`config.mk`:
```
export PLATFORM = sky130hd
export DESIGN_NAME = frame_stream_demux4
export DESIGN_NICKNAME = d
export VERILOG_FILES = /design/src/rtl/frame_stream_demux4.sv
export SDC_FILE = /design/constraint.sdc
export NUM_CORES = 1
export LEC_CHECK = 0
export ABC_AREA = 1
export CORE_MARGIN = 4
export CORE_UTILIZATION = 51
export CTS_BUF_LIST = sky130_fd_sc_hd__clkbuf_4 sky130_fd_sc_hd__clkbuf_8
export CTS_CLUSTER_SIZE = 24
export DETAILED_ROUTE_END_ITERATION = 8
export PLACE_DENSITY = 0.82
export SLEW_MARGIN = 20
export SYNTH_ARGS = -nofsm -noshare
export SYNTH_HDL_FRONTEND = slang
export SYNTH_SLANG_ARGS = --single-unit
```
`constraint.sdc`:
```
create_clock -name clk -period 3.1 [get_ports clk]
set_input_delay 0.62 -clock clk [delete_from_list [all_inputs] [get_ports clk]]
set_output_delay 0.62 -clock clk [all_outputs]
set_load 0.005 [all_outputs]
```
`src/rtl/frame_stream_demux4.sv`:
```
// Steers whole SOF..EOF pixel frames to one of four registered output channels; FRAME_DEMUX_RR_EN picks the channel round-robin instead of sel.
// Latency: one clock from input acceptance to out_valid[i]; one beat per clock when the target drains.
// Backpressure: in_ready follows only the target channel's register; beats outside a frame are always taken and dropped.
module frame_stream_demux4 #(
    parameter int DATA_W     = 8,
    parameter int DROP_CNT_W = 16
) (
    input  logic                  clk,
    input  logic                  rst,
    input  logic [DATA_W-1:0]     in_data,
    input  logic                  in_valid,
    output logic                  in_ready,
    input  logic                  in_sof,
    input  logic                  in_eof,
    input  logic [1:0]            sel,
    output logic [4*DATA_W-1:0]   out_data,
    output logic [3:0]            out_valid,
    input  logic [3:0]            out_ready,
    output logic [3:0]            out_sof,
    output logic [3:0]            out_eof,
    output logic [1:0]            active_ch,
    output logic                  busy,
    output logic [DROP_CNT_W-1:0] drop_cnt
);

    localparam logic [0:0] ST_IDLE  = 1'b0;
    localparam logic [0:0] ST_ROUTE = 1'b1;

    logic [0:0]            state_q, state_d;
    logic [1:0]            active_ch_q, active_ch_d;
    logic [DROP_CNT_W-1:0] drop_cnt_q, drop_cnt_d;
    logic [3:0]            vld_q, vld_d;
    logic [3:0]            sof_q, sof_d;
    logic [3:0]            eof_q, eof_d;
    logic [4*DATA_W-1:0]   data_q, data_d;

    logic [1:0] sof_target;
    logic [1:0] target;
    logic       can_load;
    logic       accept;
    logic       load;
    logic       ld_eof;

`ifdef FRAME_DEMUX_RR_EN
    logic [1:0] rr_q, rr_d;
    assign sof_target = rr_q;
`else
    assign sof_target = sel;
`endif

    assign target   = (state_q == ST_ROUTE) ? active_ch_q : sof_target;
    assign can_load = !vld_q[target] || out_ready[target];
    assign in_ready = ((state_q == ST_IDLE) && !in_sof) ? 1'b1 : can_load;
    assign accept   = in_valid && in_ready;
    assign load     = accept && ((state_q == ST_ROUTE) || in_sof);
    // An SOF inside a frame restarts it on the same channel, so the old frame gets no EOF.
    assign ld_eof   = in_eof && !((state_q == ST_ROUTE) && in_sof);

    always_comb begin
        state_d     = state_q;
        active_ch_d = active_ch_q;
        drop_cnt_d  = drop_cnt_q;
        vld_d       = vld_q & ~out_ready;
        sof_d       = sof_q;
        eof_d       = eof_q;
        data_d      = data_q;
`ifdef FRAME_DEMUX_RR_EN
        rr_d        = rr_q;
`endif
        if (load) begin
            vld_d[target]                     = 1'b1;
            sof_d[target]                     = in_sof;
            eof_d[target]                     = ld_eof;
            data_d[target*DATA_W +: DATA_W]   = in_data;
        end
        case (state_q)
            ST_IDLE: begin
                if (in_valid && !in_sof && (drop_cnt_q != {DROP_CNT_W{1'b1}})) begin
                    drop_cnt_d = drop_cnt_q + 1'b1;
                end
                if (load) begin
                    active_ch_d = target;
                    state_d     = in_eof ? ST_IDLE : ST_ROUTE;
`ifdef FRAME_DEMUX_RR_EN
                    rr_d        = rr_q + 2'd1;
`endif
                end
            end
            default: begin
                if (accept && in_eof && !in_sof) begin
                    state_d = ST_IDLE;
                end
            end
        endcase
    end

    always_ff @(posedge clk) begin
        if (rst) begin
            state_q     <= ST_IDLE;
            active_ch_q <= 2'd0;
            drop_cnt_q  <= '0;
            vld_q       <= 4'd0;
            sof_q       <= 4'd0;
            eof_q       <= 4'd0;
            data_q      <= '0;
`ifdef FRAME_DEMUX_RR_EN
            rr_q        <= 2'd0;
`endif
        end else begin
            state_q     <= state_d;
            active_ch_q <= active_ch_d;
            drop_cnt_q  <= drop_cnt_d;
            vld_q       <= vld_d;
            sof_q       <= sof_d;
            eof_q       <= eof_d;
            data_q      <= data_d;
`ifdef FRAME_DEMUX_RR_EN
            rr_q        <= rr_d;
`endif
        end
    end

    assign out_data  = data_q;
    assign out_valid = vld_q;
    assign out_sof   = sof_q;
    assign out_eof   = eof_q;
    assign active_ch = active_ch_q;
    assign busy      = (state_q == ST_ROUTE);
    assign drop_cnt  = drop_cnt_q;

endmodule

```
==> reports/qor.yml, run 1 <==
drt_iter0_markers: 221
synth_nets: 537
worstMarginPinSlew_ns: 0.613
avgSynthCellArea_um2: 6.61
crit_required_ns: 2.48
r2r-end: "out_data[11]$_SDFFE_PP0P_"
dpl.hpwl_um: 6080
finClkSkew_ns: 0.00699
r2r_slack_ns: 0.73
gr-total-overflow: 0
worstSetupEndpoint: "in_ready"
synth_compound_area_share_pct: 6.92
ys_seq_elements: 63
ys_seq_area_share_pct: 37.5
startpoint_type: "input port"
synthXorXnorAreaFrac_pct: 2.34
synth_top_family_by_area: "simple AND/OR/NAND/NOR gates"
synth_area_um2: 3360
post-route-period-util_pct: 90.3
grt_antenna_before_repair: 0
clock.fmax_ghz: 0.357
grt_pass1_vias: 3281
detail_route.first_pass.iterations: 4
synthSimpleGateAreaFrac_pct: 37.1
antenna_cells: 0
cp-startpoint: "sel[1]"
synthMuxAreaShare_pct: 0
io_buffer_count: 82
cp-end-kind: "output pin"
power.density_nw_per_um2: 429
io-pin-count: 83
min_path_type: "reg2reg"
htree_num_levels: 3
clock-sinks: 63
vias: 3347
coreArea_um2: 6390
cap_viol_max_count: 0
min_period_ns: 2.80
finalHoldViolations: 0
worstSetupPathType: "in2out"
syn_inst: 509
die-area_um2: 7950
place_ws_ns: 0.211
grt_usage_pct: 23.1
setup_viol: 0
cts_resized: 0
r2r_cells: 11
cts_root_buffer: "clkbuf_8"
total_power_mw: 1.91
std_cell_rows: 29
wl_per_cell_um: 12.6
clock_latency_ns: 0.34
yosysTopAreaCellShare_pct: 37.5
cts_made_buffers: 9
crit_path_max_fanout: 5
finalSetupTns_ns: 0
worstPathArrival_ns: 2.18
drc: 0
rsz0062_at_grt: "false"
synth_area_leaders: "dfxtp_1 (38%), nand2_1 (14%), nor2_1 (9.8%), inv_1 (9.2%), nor3_1 (5.4%)"
place.gp.congestion: 0.886
drtAntennaViolNets: 0
dieHeight_um: 89.2
final_area_um2: 4450
cts_setup_buffers: 0
num-nets-final: 620
fillerInstances: 542
drive_gt1_share_pct: 6.53
status: "completed"
syn_to_final_growth_pct: 32.3
drv_slew: 0
p_leak_nw: 1.99
initial_core_util_pct: 52.6
clk_pin_slew_ns: 0.07
die_x_um: 89.2
yosysTopAreaCell: "dfxtp_1"
grt_max_degree: 21
drt-total-wl_um: 8480
grt_first_pass_wirelength_um: 14500
netlist-cell-type-count: 26
cts_hold_buf: 0
dp_cells: 658
synthAdderAreaFrac_pct: 3.35
r2r-start: "busy$_SDFF_PP0_"
cts_buffer_depth: 2
cts_tree: "built"
ys_warn_count: 0
vdd_ir_drop_max_uv: 266
layout.cells.non_filler: 674
via_per_inst: 4.97
fin_ws_ns: 0.300
postPlaceCellArea_um2: 4240
slew_headroom_pct: 59.0
-- critical path, stage by stage --
cell,delay (ns)
clkdlybuf4s50_1,0.52
nand2_1,0.08
o21ai_2,0.13
nand3_2,0.15
nand3_1,0.15
clkdlybuf4s50_1,0.52
-- routing by layer --
layer / up-vias / GRT usage (%) / routed length (um)
met1: 1489 / 28.5 / 3570
li1: 1729 / - / -
met3: 23 / 4.06 / 560
met4: 0 / 12.0 / 233
met5: - / 0 / 0
met2: 106 / 38.4 / 4110
-- report_power, final --
group	internal, mW	switching, mW
Clock	0.443	0.305
Sequential	0.837	0.0169
Combinational	0.131	0.174
-- area by class of cell --
| cell class | instances | area [um2] | share of cell area [%] |
|---|---|---|---|
| clock buffer | 13 | 173 | 3.88 |
| clock inverter | 3 | 40.0 | 0.900 |
| inverter | 85 | 319 | 7.17 |
| multi-input combinational | 342 | 1670 | 37.6 |
| sequential | 63 | 1260 | 28.3 |
| tap | 77 | 96.3 | 2.17 |
| timing repair buffer | 91 | 888 | 20.0 |
-- cell usage in the layout, fill, tap and decap left out --
cell type,n
a21oi_1,26
buf_4,9
bufinv_16,1
clkbuf_4,1
clkbuf_8,12
clkdlybuf4s50_1,82
clkinv_1,1
clkinv_2,2
dfxtp_1,63
ha_1,9
inv_1,82
inv_2,2
nand2_1,126
nand2_2,2
nand2_4,1
nand3_1,12
nand3_2,2
nand4_1,11
nand4_4,4
nor2_1,88
nor2_2,1
nor3_1,36
o21ai_0,4
o21ai_1,1
o21ai_2,2
o21bai_1,8
xnor2_1,4
xor2_1,5
-- registers in the layout, indices dropped and copies added (netlist names) --
name,count
active_ch,2
busy,1
drop_cnt,16
out_data,32
out_eof,4
out_sof,4
out_valid,4
-- Yosys cell counts (all sizes together) --
library cell / n
clkinv: 1
o21bai: 8
nand2: 129
xor2: 5
inv: 84
nand3: 14
dfxtp: 63
clkbuf: 7
nor3: 36
o21ai: 7
a21oi: 26
ha: 9
xnor2: 4
nor2: 89
buf: 12
nand4: 15
-- worst min-delay path by stage --
stage                              from                        to  slack (ns)  cells after the start
2_1_floorplan  drop_cnt[0]$_SDFFE_PP0P_  drop_cnt[0]$_SDFFE_PP0P_        0.48                      2
3_3_place_gp   drop_cnt[0]$_SDFFE_PP0P_  drop_cnt[0]$_SDFFE_PP0P_        0.49                      2
3_5_place_dp   out_data[9]$_SDFFE_PP0P_  out_data[9]$_SDFFE_PP0P_        0.50                      4
4_1_cts        out_data[9]$_SDFFE_PP0P_  out_data[9]$_SDFFE_PP0P_        0.51                      4
5_1_grt         out_sof[1]$_SDFFE_PP0P_   out_sof[1]$_SDFFE_PP0P_        0.54                      4
6_report       drop_cnt[0]$_SDFFE_PP0P_  drop_cnt[0]$_SDFFE_PP0P_        0.51                      2
-- through the flow --
| stage | hold WS, ns | utilization, % |
|---|---|---|
| after floorplan | 0.484 | - |
| after global placement | 0.492 | 66.3 |
| after detailed placement | 0.500 | 66.3 |
| after CTS | 0.513 | 69.7 |
| after global routing | 0.536 | 69.7 |
| final | 0.508 | 69.7 |
-- cells by family (layout without fill, tap and decap cells) --
kind of cell,after synthesis,after routing
simple gates,283,283
xor+xnor,9,9
fa+ha+maj,9,9
flops,63,63
compound gates,41,41
buf+inv,104,192
Note: power is estimated with default switching activity, not from simulation.
==> run 2, diff against run 1 <==
--- a/config.mk
+++ b/config.mk
@@ -6,13 +6,16 @@
 export NUM_CORES = 1
 export LEC_CHECK = 0
 export ABC_AREA = 1
+export CELL_PAD_IN_SITES_DETAIL_PLACEMENT = 1
+export CELL_PAD_IN_SITES_GLOBAL_PLACEMENT = 1
 export CORE_MARGIN = 4
-export CORE_UTILIZATION = 51
+export CORE_UTILIZATION = 35
 export CTS_BUF_LIST = sky130_fd_sc_hd__clkbuf_4 sky130_fd_sc_hd__clkbuf_8
 export CTS_CLUSTER_SIZE = 24
 export DETAILED_ROUTE_END_ITERATION = 8
-export PLACE_DENSITY = 0.82
+export PLACE_DENSITY_LB_ADDON = 0.1
 export SLEW_MARGIN = 20
 export SYNTH_ARGS = -nofsm -noshare
 export SYNTH_HDL_FRONTEND = slang
 export SYNTH_SLANG_ARGS = --single-unit
+export TNS_END_PERCENT = 1
==> constraint.sdc (replaced) <==
create_clock -name clk -period 3.1 [get_ports clk]
set_input_delay 0.93 -clock clk [delete_from_list [all_inputs] [get_ports clk]]
set_output_delay 0.93 -clock clk [all_outputs]
set_load 0.005 [all_outputs]
==> run 2 against run 1 <==
Net effect: clock skew rose by 0.0010 ns; first-iteration DRC count shrank 50%; die area rose by 41%; sequential power about the same; critical path type unchanged; sequential share of layout area shrank 1.2 points; flip-flop and latch count unchanged; largest power group is now clock.
==> reports/qor.yml, run 2 (synthesis results as in run 1) <==
worstPathArrival_ns: 2.12  # was 2.18 ns
clock_latency_ns: 0.33  # was 0.34 ns
gr-total-overflow: 0  # unchanged
finClkSkew_ns: 0.00800  # was 0.00699 ns
antenna_cells: 0  # unchanged
status: "completed"  # unchanged
max_stage_delay_ns: 0.50  # was 0.52 ns
slew_headroom_pct: 60.8  # was 59.0%
mostFrequentLayoutCells: "nand2_1 (126), nor2_1 (87), inv_1 (82), clkdlybuf4s50_1 (80), dfxtp_1 (63)"  # was nand2_1 (126), nor2_1 (88), inv_1 (82), clkdlybuf4s50_1 (82), dfxtp_1 (63)
drt-total-wl_um: 10200  # was 8480 um
worstSetupEndpoint: "in_ready"  # unchanged
r2r-start: "busy$_SDFF_PP0_"  # unchanged
post-route-period-util_pct: 98.3  # was 90.3%
place.gp.congestion: 0.809  # was 0.886
crit_chain: "clkdlybuf4s50_1 > nand2_2 > nand2_2 > nand2_1 > nand3_2 > nand3_2 > dlygate4sd2_1"  # was clkdlybuf4s50_1 > nand2_1 > o21ai_2 > nand3_2 > nand3_1 > clkdlybuf4s50_1
power.density_nw_per_um2: 451  # was 429 nW/um2
dpl.hpwl_um: 7390  # was 6080 um
worstMarginPinSlew_ns: 0.588  # was 0.613 ns
vias: 3474  # was 3347
cts_root_buffer: "clkbuf_8"  # unchanged
drtAntennaViolNets: 0  # unchanged
drc: 0  # unchanged
initial_core_util_pct: 36.2  # was 52.6%
hold_start: "out_sof[2]$_SDFFE_PP0P_"  # was drop_cnt[0]$_SDFFE_PP0P_
setup_viol: 0  # unchanged
cpMaxStageDelayCell: "clkdlybuf4s50_1"  # unchanged
finalHoldViolations: 0  # unchanged
crit_path_max_fanout: 3  # was 5
die_x_um: 106  # was 89.2 um
drt_iter0_markers: 110  # was 221
place_ws_ns: -0.189  # was 0.211 ns
worstSetupPathType: "in2out"  # unchanged
cts_made_buffers: 9  # unchanged
crit_required_ns: 2.17  # was 2.48 ns
final_common_cell: "nand2_1"  # unchanged
grt_max_degree: 23  # was 21
hold_ws_ns: 0.512  # was 0.508 ns
cts_tree: "built"  # unchanged
clock-sinks: 63  # unchanged
clock.fmax_ghz: 0.328  # was 0.357 GHz
grt_pass1_vias: 3599  # was 3281
min_period_ns: 3.05  # was 2.80 ns
p_leak_nw: 2.06  # was 1.99 nW
grt_antenna_before_repair: 0  # unchanged
io_buffer_count: 82  # unchanged
r2r_cells: 10  # was 11
num-nets-final: 631  # was 620
startpoint_type: "input port"  # unchanged
via_per_inst: 4.71  # was 4.97
cp-end-kind: "output pin"  # unchanged
r2r_slack_ns: 0.73  # about the same
cts_buffer_depth: 2  # unchanged
cp-startpoint: "sel[0]"  # was sel[1]
vdd_ir_drop_max_uv: 207  # was 266 uV
syn_to_final_growth_pct: 38.1  # was 32.3%
htree_num_levels: 3  # unchanged
detail_route.first_pass.iterations: 5  # was 4
die-area_um2: 11200  # was 7950 um2
clk_pin_slew_ns: 0.06  # was 0.07 ns
wl_per_cell_um: 13.8  # was 12.6 um
coreArea_um2: 9280  # was 6390 um2
r2r-end: "out_data[11]$_SDFFE_PP0P_"  # unchanged
drive_gt1_share_pct: 8.72  # was 6.53%
fin_ws_ns: 0.0536  # was 0.300 ns
grt_usage_pct: 18.8  # was 23.1%
min_path_type: "reg2reg"  # unchanged
drv_slew: 0  # unchanged
io-pin-count: 83  # unchanged
cts_hold_buf: 0  # unchanged
cap_viol_max_count: 0  # unchanged
largest_reg_flops: 32  # unchanged
grt_first_pass_wirelength_um: 17300  # was 14500 um
std_cell_rows: 35  # was 29
dieHeight_um: 106  # was 89.2 um
run 2: cell types whose count changed in the layout (fill, tap and decap cells not counted), moves of 2 or more:
cell,change
bufinv_16,+2
clkbuf_8,-2
clkinv_2,-2
clkbuf_4,+2
dlygate4sd2_1,+2
buf_4,+11
clkdlybuf4s50_1,-2
run 2: how the worst min path moves through the flow:
stage | depth (start not counted) | endpoint | slack [ns]
4_1_cts | 4 | out_sof[2]$_SDFFE_PP0P_ | 0.52
6_report | 4 | out_sof[2]$_SDFFE_PP0P_ | 0.51
5_1_grt | 2 | drop_cnt[0]$_SDFFE_PP0P_ | 0.54
3_5_place_dp | 4 | out_sof[2]$_SDFFE_PP0P_ | 0.51
2_1_floorplan | 2 | drop_cnt[0]$_SDFFE_PP0P_ | 0.48
3_3_place_gp | 2 | drop_cnt[0]$_SDFFE_PP0P_ | 0.49
run 2: final cells by class:
cell class              instances  area (um2)
fillers                      1225        4640
multi-input cells             342        1680
flip-flops and latches         63        1260
repair buffers                102         968
inverters                      85         319
well taps                     129         161
clock buffers                  13         160
clock inverters                 3        90.1
run 2: metrics by stage:
step	cell area, um2	utilization, %	std cells	setup TNS [ns]	power (mW)
floorplan	3360	-	509	0	1.05
global route	4640	50.0	737	-0.00883	2.19
CTS	4620	49.8	735	0	2.12
finish	4640	50.0	737	0	2.10
detailed placement	4370	47.1	719	-0.212	1.20
global placement	4370	47.1	719	-0.141	1.19
run 2: per-layer routing:
metal / track usage, % / vias to the layer above / part of all wire, %
li1: - / 1749 / -
met1: 23.9 / 1653 / 48
met2: 32.5 / 58 / 49
met3: 2.61 / 14 / 2.3
met4: 6.38 / 0 / 1.4
met5: 0 / - / 0
run 2: where the power goes:
part / internal [mW] / switching [mW]
combinational: 0.144 / 0.186
sequential: 0.837 / 0.0180
clock: 0.585 / 0.326
total: 1.57 / 0.530
run 2: worst max-delay path: cells and delay by family:
family | cells | cell delay [ns]
buf+inv | 2 | 0.77
simple gates | 5 | 0.41
run 2: timing repair:
| action | CTS | global route |
|---|---|---|
| setup endpoints to repair | 1 | 1 |
| gates resized for setup | 3 | 2 |
| buffers inserted | 0 | 2 |
==> run 3, diff against run 2 <==
--- a/config.mk
+++ b/config.mk
@@ -11,7 +11,7 @@
 export CORE_MARGIN = 4
 export CORE_UTILIZATION = 35
 export CTS_BUF_LIST = sky130_fd_sc_hd__clkbuf_4 sky130_fd_sc_hd__clkbuf_8
-export CTS_CLUSTER_SIZE = 24
+export CTS_CLUSTER_SIZE = 8
 export DETAILED_ROUTE_END_ITERATION = 8
 export PLACE_DENSITY_LB_ADDON = 0.1
 export SLEW_MARGIN = 20
==> results of run 3 <==
Final layout, timing and power as in run 2 (identical DEF).
